--- src/rtl/trace_sched_pkg.sv ---
// Shared types and constants for the trace scheduler (state encoding, element indices).
// Optional build macro used by this block: TRACE_SAT_EN (signed saturating accumulation).
package trace_sched_pkg;

   localparam int DEF_DW = 16;

   localparam logic [1:0] EL_A00 = 2'd0;
   localparam logic [1:0] EL_A01 = 2'd1;
   localparam logic [1:0] EL_A10 = 2'd2;
   localparam logic [1:0] EL_A11 = 2'd3;

   typedef enum logic [1:0] {
      IDLE   = 2'd0,
      STREAM = 2'd1,
      DONE   = 2'd2
   } state_t;

endpackage

--- src/rtl/trace_diag_acc.sv ---
// Diagonal-select accumulator: adds only a00 and a11 of a streamed 2x2 matrix.
// With TRACE_SAT_EN the sum is signed and saturating, and a sticky sat flag is kept.
module trace_diag_acc
   import trace_sched_pkg::*;
#(
   parameter int DW = DEF_DW
) (
   input  logic          clk,
   input  logic          rst,
   input  logic          clr,
   input  logic          en_elem,
   input  logic [1:0]    elem_idx,
   input  logic [DW-1:0] elem,
   output logic [DW-1:0] acc
`ifdef TRACE_SAT_EN
   ,
   output logic          sat
`endif
);

   logic          diag;
   logic [DW-1:0] sum;
   logic [DW-1:0] acc_nxt;
   logic          ovf;

   assign diag = en_elem && (elem_idx == EL_A00 || elem_idx == EL_A11);
   assign sum  = acc + elem;

`ifdef TRACE_SAT_EN
   // Signed overflow: operands share a sign that the sum does not.
   assign ovf     = (acc[DW-1] == elem[DW-1]) && (sum[DW-1] != acc[DW-1]);
   assign acc_nxt = !ovf ? sum :
                    acc[DW-1] ? {1'b1, {(DW-1){1'b0}}} : {1'b0, {(DW-1){1'b1}}};
`else
   assign ovf     = 1'b0;
   assign acc_nxt = sum;
`endif

   always_ff @(posedge clk) begin
      if (rst || clr) begin
         acc <= '0;
      end else if (diag) begin
         acc <= acc_nxt;
      end
   end

`ifdef TRACE_SAT_EN
   always_ff @(posedge clk) begin
      if (rst || clr) begin
         sat <= 1'b0;
      end else if (diag && ovf) begin
         sat <= 1'b1;
      end
   end
`else
   logic unused_ovf;
   assign unused_ovf = ovf;
`endif

endmodule

--- src/rtl/trace_sched.sv ---
// Round-robin scheduler sharing one trace (a00+a11) datapath between NREQ requesters.
// Build macro TRACE_SAT_EN adds signed saturation and the res_sat output.
module trace_sched
   import trace_sched_pkg::*;
#(
   parameter int NREQ = 4,
   parameter int DW   = DEF_DW,
   parameter int IDW  = 2
) (
   input  logic                 clk,
   input  logic                 rst,
   input  logic [NREQ-1:0]      req_valid,
   input  logic [NREQ*4*DW-1:0] req_mat,
   output logic [NREQ-1:0]      req_ready,
   output logic                 res_valid,
   output logic [DW-1:0]        res_trace,
   output logic [IDW-1:0]       res_id,
   input  logic                 res_ready,
`ifdef TRACE_SAT_EN
   output logic                 res_sat,
`endif
   output logic                 busy
);

   if (IDW != $clog2(NREQ)) begin : g_bad_idw
      $error("trace_sched: IDW must equal clog2(NREQ)");
   end

   state_t            state, state_nxt;
   logic [IDW-1:0]    rr_ptr, rr_nxt;
   logic [IDW-1:0]    grant;
   logic              found;
   logic              hs;
   logic [1:0]        elem_idx;
   logic [4*DW-1:0]   mat;
   logic [IDW:0]      grant_p1;

   // First valid requester at or above rr_ptr, wrapping modulo NREQ.
   always_comb begin
      int idx;
      idx   = 0;
      found = 1'b0;
      grant = '0;
      for (int off = 0; off < NREQ; off++) begin
         idx = int'(rr_ptr) + off;
         if (idx >= NREQ) idx = idx - NREQ;
         if (!found && req_valid[idx]) begin
            found = 1'b1;
            grant = IDW'(idx);
         end
      end
   end

   assign hs       = (state == IDLE) && found && !rst;
   assign grant_p1 = {1'b0, grant} + 1'b1;
   assign rr_nxt   = (grant_p1 == (IDW+1)'(NREQ)) ? '0 : grant_p1[IDW-1:0];

   always_comb begin
      req_ready = '0;
      if (hs) req_ready[grant] = 1'b1;
   end

   always_comb begin
      state_nxt = state;
      case (state)
         IDLE:    if (hs) state_nxt = STREAM;
         STREAM:  if (elem_idx == EL_A11) state_nxt = DONE;
         DONE:    if (res_ready) state_nxt = IDLE;
         default: state_nxt = IDLE;
      endcase
   end

   always_ff @(posedge clk) begin
      if (rst) begin
         state    <= IDLE;
         rr_ptr   <= '0;
         res_id   <= '0;
         elem_idx <= '0;
         mat      <= '0;
      end else begin
         state <= state_nxt;
         if (hs) begin
            mat      <= req_mat[grant*4*DW +: 4*DW];
            res_id   <= grant;
            rr_ptr   <= rr_nxt;
            elem_idx <= EL_A00;
         end else if (state == STREAM) begin
            elem_idx <= elem_idx + 2'd1;
         end
      end
   end

   // The accumulator holds the finished trace through DONE, so it drives res_trace directly.
   trace_diag_acc #(.DW(DW)) u_acc (
      .clk      (clk),
      .rst      (rst),
      .clr      (hs),
      .en_elem  (state == STREAM),
      .elem_idx (elem_idx),
      .elem     (mat[elem_idx*DW +: DW]),
      .acc      (res_trace)
`ifdef TRACE_SAT_EN
      ,
      .sat      (res_sat)
`endif
   );

   assign res_valid = (state == DONE);
   assign busy      = (state != IDLE);

endmodule

--- config.mk ---
export PLATFORM = sky130hd
export DESIGN_NAME = trace_sched
export DESIGN_NICKNAME = d
export VERILOG_FILES = /design/src/rtl/trace_sched_pkg.sv /design/src/rtl/trace_diag_acc.sv /design/src/rtl/trace_sched.sv
export SDC_FILE = /design/constraint.sdc
export NUM_CORES = 1
export LEC_CHECK = 0
export BUFFER_PORTS_ARGS = -buffer_cell sky130_fd_sc_hd__buf_2
export CORE_MARGIN = 2
export CORE_UTILIZATION = 49
export CTS_CLUSTER_SIZE = 8
export DETAILED_ROUTE_END_ITERATION = 7
export HOLD_SLACK_MARGIN = 0.02
export PLACE_DENSITY = 0.88
export SYNTH_ARGS = -nofsm -noshare
export SYNTH_HDL_FRONTEND = slang
export SYNTH_HIERARCHICAL = 1
export SYNTH_SLANG_ARGS = --single-unit
export TNS_END_PERCENT = 30
--- constraint.sdc ---
create_clock -name clk -period 4.8 [get_ports clk]
set_input_delay 0.96 -clock clk [delete_from_list [all_inputs] [get_ports clk]]
set_output_delay 0.96 -clock clk [all_outputs]
set_load 0.02 [all_outputs]
==> out/summary.txt <==
Routed Antenna Nets -> 0
total track usage -> 30.0%
port bufs -> 286
clock-pin slew on the worst setup and hold paths -> 0.07 ns
max incr delay on CP -> 0.49 ns
Vias/cell -> 5.85
share of cells above drive strength 1 -> 37.3%
routed len/inst -> 18.7 um
Hold Crit Start -> mat[5]$_SDFFE_PP0P_
WL final -> 21900 um
Lkg Pwr -> 3.86 nW
sw power -> 913 uW
CTS tree -> done
Rel. slew slack -> 28.1%
row count -> 42
RR Startpoint -> elem_idx[0]$_SDFFE_PP0P_
Syn Std Cell Area -> 0.00649 mm2
Fin. Hold Viols -> 0
Crit path top cell by count -> buf_2
CP max-delay cell -> nor2_4
filler instances -> 1172
top cells by area, synth -> dfxtp_1 (27%), mux2i_1 (11%), a21o_1 (7.4%)
final setup margin -> 1.28 ns
Cell variety after synth -> 72
Post-Synth XOR/XNOR Area -> 1.21%
fmax -> 284 MHz
largest family of logic cells by synthesized area -> compound AO/OA/AOI/OAI gates
worst setup path startpoint -> req_valid[0]
Yosys top cell by area -> dfxtp_1
cts bufs inserted -> 9
die width -> 119 um
critical-path cell list -> buf_2 -> nand2_2 -> a311oi_2 -> nor2_4 -> inv_1 -> ha_1 -> and2_1 -> buf_2
ys flop type -> dfxtp_1
Synth top cells by count -> dfxtp_1 (88), nand2_1 (82), mux2i_1 (74), nand3_1 (71), a21o_1 (64)
Synth top area share -> 27.1%
maximum vdd drop -> 202 uV
syn nets -> 1032
die area -> 0.0142 mm2
Hold-fix buffers, CTS -> 0
most common cell in the netlist -> dfxtp_1
critical path's top delay family -> simple AND/OR/NAND/NOR gates
total number of vias -> 6869
Synth Register Bits -> 88
largest net degree at the start of global routing -> 61
Skew-Pair Late Insertion Delay -> 0.34 ns
fraction of the mapped netlist area in adder cells -> 4.36%
Slew Viols, Final -> 0
GRT overflow -> 0
Max-Cap Viols -> 0
IO Count -> 287
Die H -> 119 um
Clk pwr share -> 27.0%
EDFF count, synth -> 0
Seq/Total Area, Yosys -> 27.1%
routability cong. -> 0.897
Pint -> 1.58 mW
number of global-route vias before repair -> 6577
worst min path class -> flop to flop
Clock Tree Root -> clkbuf_16
final worst path period share -> 73.4%
H-tree depth -> 3
Setup TNS -> 0 ns
Setup Skew -> 0.00821 ns
Storage cell area -> 0.00176 mm2
clock buffer depth -> 2
DRC Markers -> 0
Post-Synthesis Cells -> 747
Flop pwr share -> 37.2%
worst path bufs/invs -> 3
critical path type -> primary input to output pin
status -> finished clean
largest fanout on the critical path -> 17
post-synthesis mux area share -> 17.1%
Yosys warnings -> 6
worst slew pin tran -> 1.08 ns
Detailed Route Iter0 Violations -> 504
Post-Place Worst Slack -> 1.29 ns
setup bufs post-CTS -> 0
final setup fails -> 0
core area -> 0.0131 mm2
ys async rst share -> 0%
fin nets -> 1277
PD cells -> 305 mW/mm2
startpoint types -> primary input
drt first pass iters -> 5
Mean Syn Cell Area -> 8.69 um2
Area growth, synth to finish -> 26.2%
sw frac -> 36.6%
Post-CTS Resized -> 0
compound-cell area share of the yosys netlist -> 27.5%
HPWL Detailed -> 17100 um
Post-Synth Simple-Gate Area -> 16.5%
Worst EP arrival -> 2.56 ns
area occupied by multi-input gates -> 0.00437 mm2
first-pass GRT wire length -> 33400 um
Worst EP required -> 3.84 ns
fin crit period -> 3.52 ns
clock sink total -> 88
Initial Util -> 49.6%
initial antenna violation count -> 2
RSZ-0062 raised after global routing -> false
crit end category -> output pin
Logic pwr share -> 35.7%
sequential cells by signal, indices dropped and copies added (netlist names):
| register | cells |
|---|---|
| mat | 64 |
| res_id | 2 |
| elem_idx | 2 |
| rr_ptr | 2 |
| state | 2 |
| u_acc/acc | 16 |
final timing paths:
check	endpoint	slack [ns]	cells after the start
worst max-delay path	req_ready[1]	1.28	8
worst min-delay path	mat[5]$_SDFFE_PP0P_	0.48	2
worst min register to register	mat[5]$_SDFFE_PP0P_	0.48	2
worst max register to register	u_acc/acc[12]$_SDFFE_PP0P_	1.50	9
cells by family (layout without fill, tap and decap cells):
logic type                 after synthesis  count (layout)
AOI/OAI and AO/OA                      244             244
and+or+nand+nor                        219             219
muxes                                   91              91
DFF                                     88              88
buffers and inverters                   74             324
adders and majority gates               22              22
xor gates and xnor gates                 9               9
other                                    0               2
power groups by stage:
stage	combinational [mW]	sequential (mW)	clock, mW
after floorplan	0.627	0.903	0
after global placement	0.866	0.941	0
after detailed placement	0.884	0.943	0
after CTS	0.888	0.927	0.676
after global routing	0.970	0.935	0.705
final	0.891	0.929	0.675
per-layer routing:
metal  global-route usage [%]  routed length, um  up-vias
li1                         -                  -     3292
met1                     36.5               8780     3212
met2                     52.8              10700      315
met3                     5.75               1740       50
met4                     10.3                676        0
met5                        0                  0        -
cells in the final DEF (no fill, tap or decap), drive strengths merged, types with 3 or more instances in the layout:
cell | netlist | final
o211ai | 58 | 58
a21o | 66 | 66
nand2b | 5 | 5
or2 | 3 | 3
nand3 | 71 | 71
o221ai | 6 | 6
nor2b | 3 | 3
dfxtp | 88 | 88
mux2i | 74 | 74
buf | 37 | 298
nand2 | 85 | 85
xnor2 | 5 | 5
clkinv | 0 | 3
nand4 | 3 | 3
a211oi | 3 | 3
clkbuf | 26 | 9
nor2 | 19 | 19
nand3b | 6 | 6
nor4 | 3 | 3
and3 | 3 | 3
nor3 | 9 | 9
inv | 10 | 13
xor2 | 4 | 4
ha | 21 | 21
o22ai | 3 | 3
o21ai | 63 | 63
a21oi | 21 | 21
a211o | 3 | 3
and2 | 5 | 5
a31oi | 3 | 3
mux4 | 16 | 16
through the flow:
stage          area, um2  util (%)  hold WS (ns)  total power [mW]  instances
5_1_grt             8190      62.6         0.517              2.61       1175
4_1_cts             8190      62.6         0.485              2.49       1173
6_report            8190      62.6         0.481              2.49       1175
3_3_place_gp        7910      60.4         0.459              1.81       1157
2_1_floorplan       6490         -         0.439              1.53        747
3_5_place_dp        7910      60.4         0.470              1.83       1157
worst register-to-register path: stages, from the launching register on:
cell	delay (ns)
dfxtp_1	0.62
mux4_2	0.57
ha_1	0.25
fa_1	0.41
a21o_2	0.24
a31oi_1	0.27
o21ai_2	0.16
o41ai_2	0.38
nor4_1	0.08
a211o_1	0.22
area by class of cell:
cell class,count,share of cell area (%)
multi-input cells,585,53.3
well taps,176,2.69
diodes,2,0.0611
clock buffers,9,2.75
flip-flops and latches,88,21.5
clock inverters,7,0.672
repair buffers,298,18.6
inverters,10,0.458
Power figures use the tool's default switching activity.
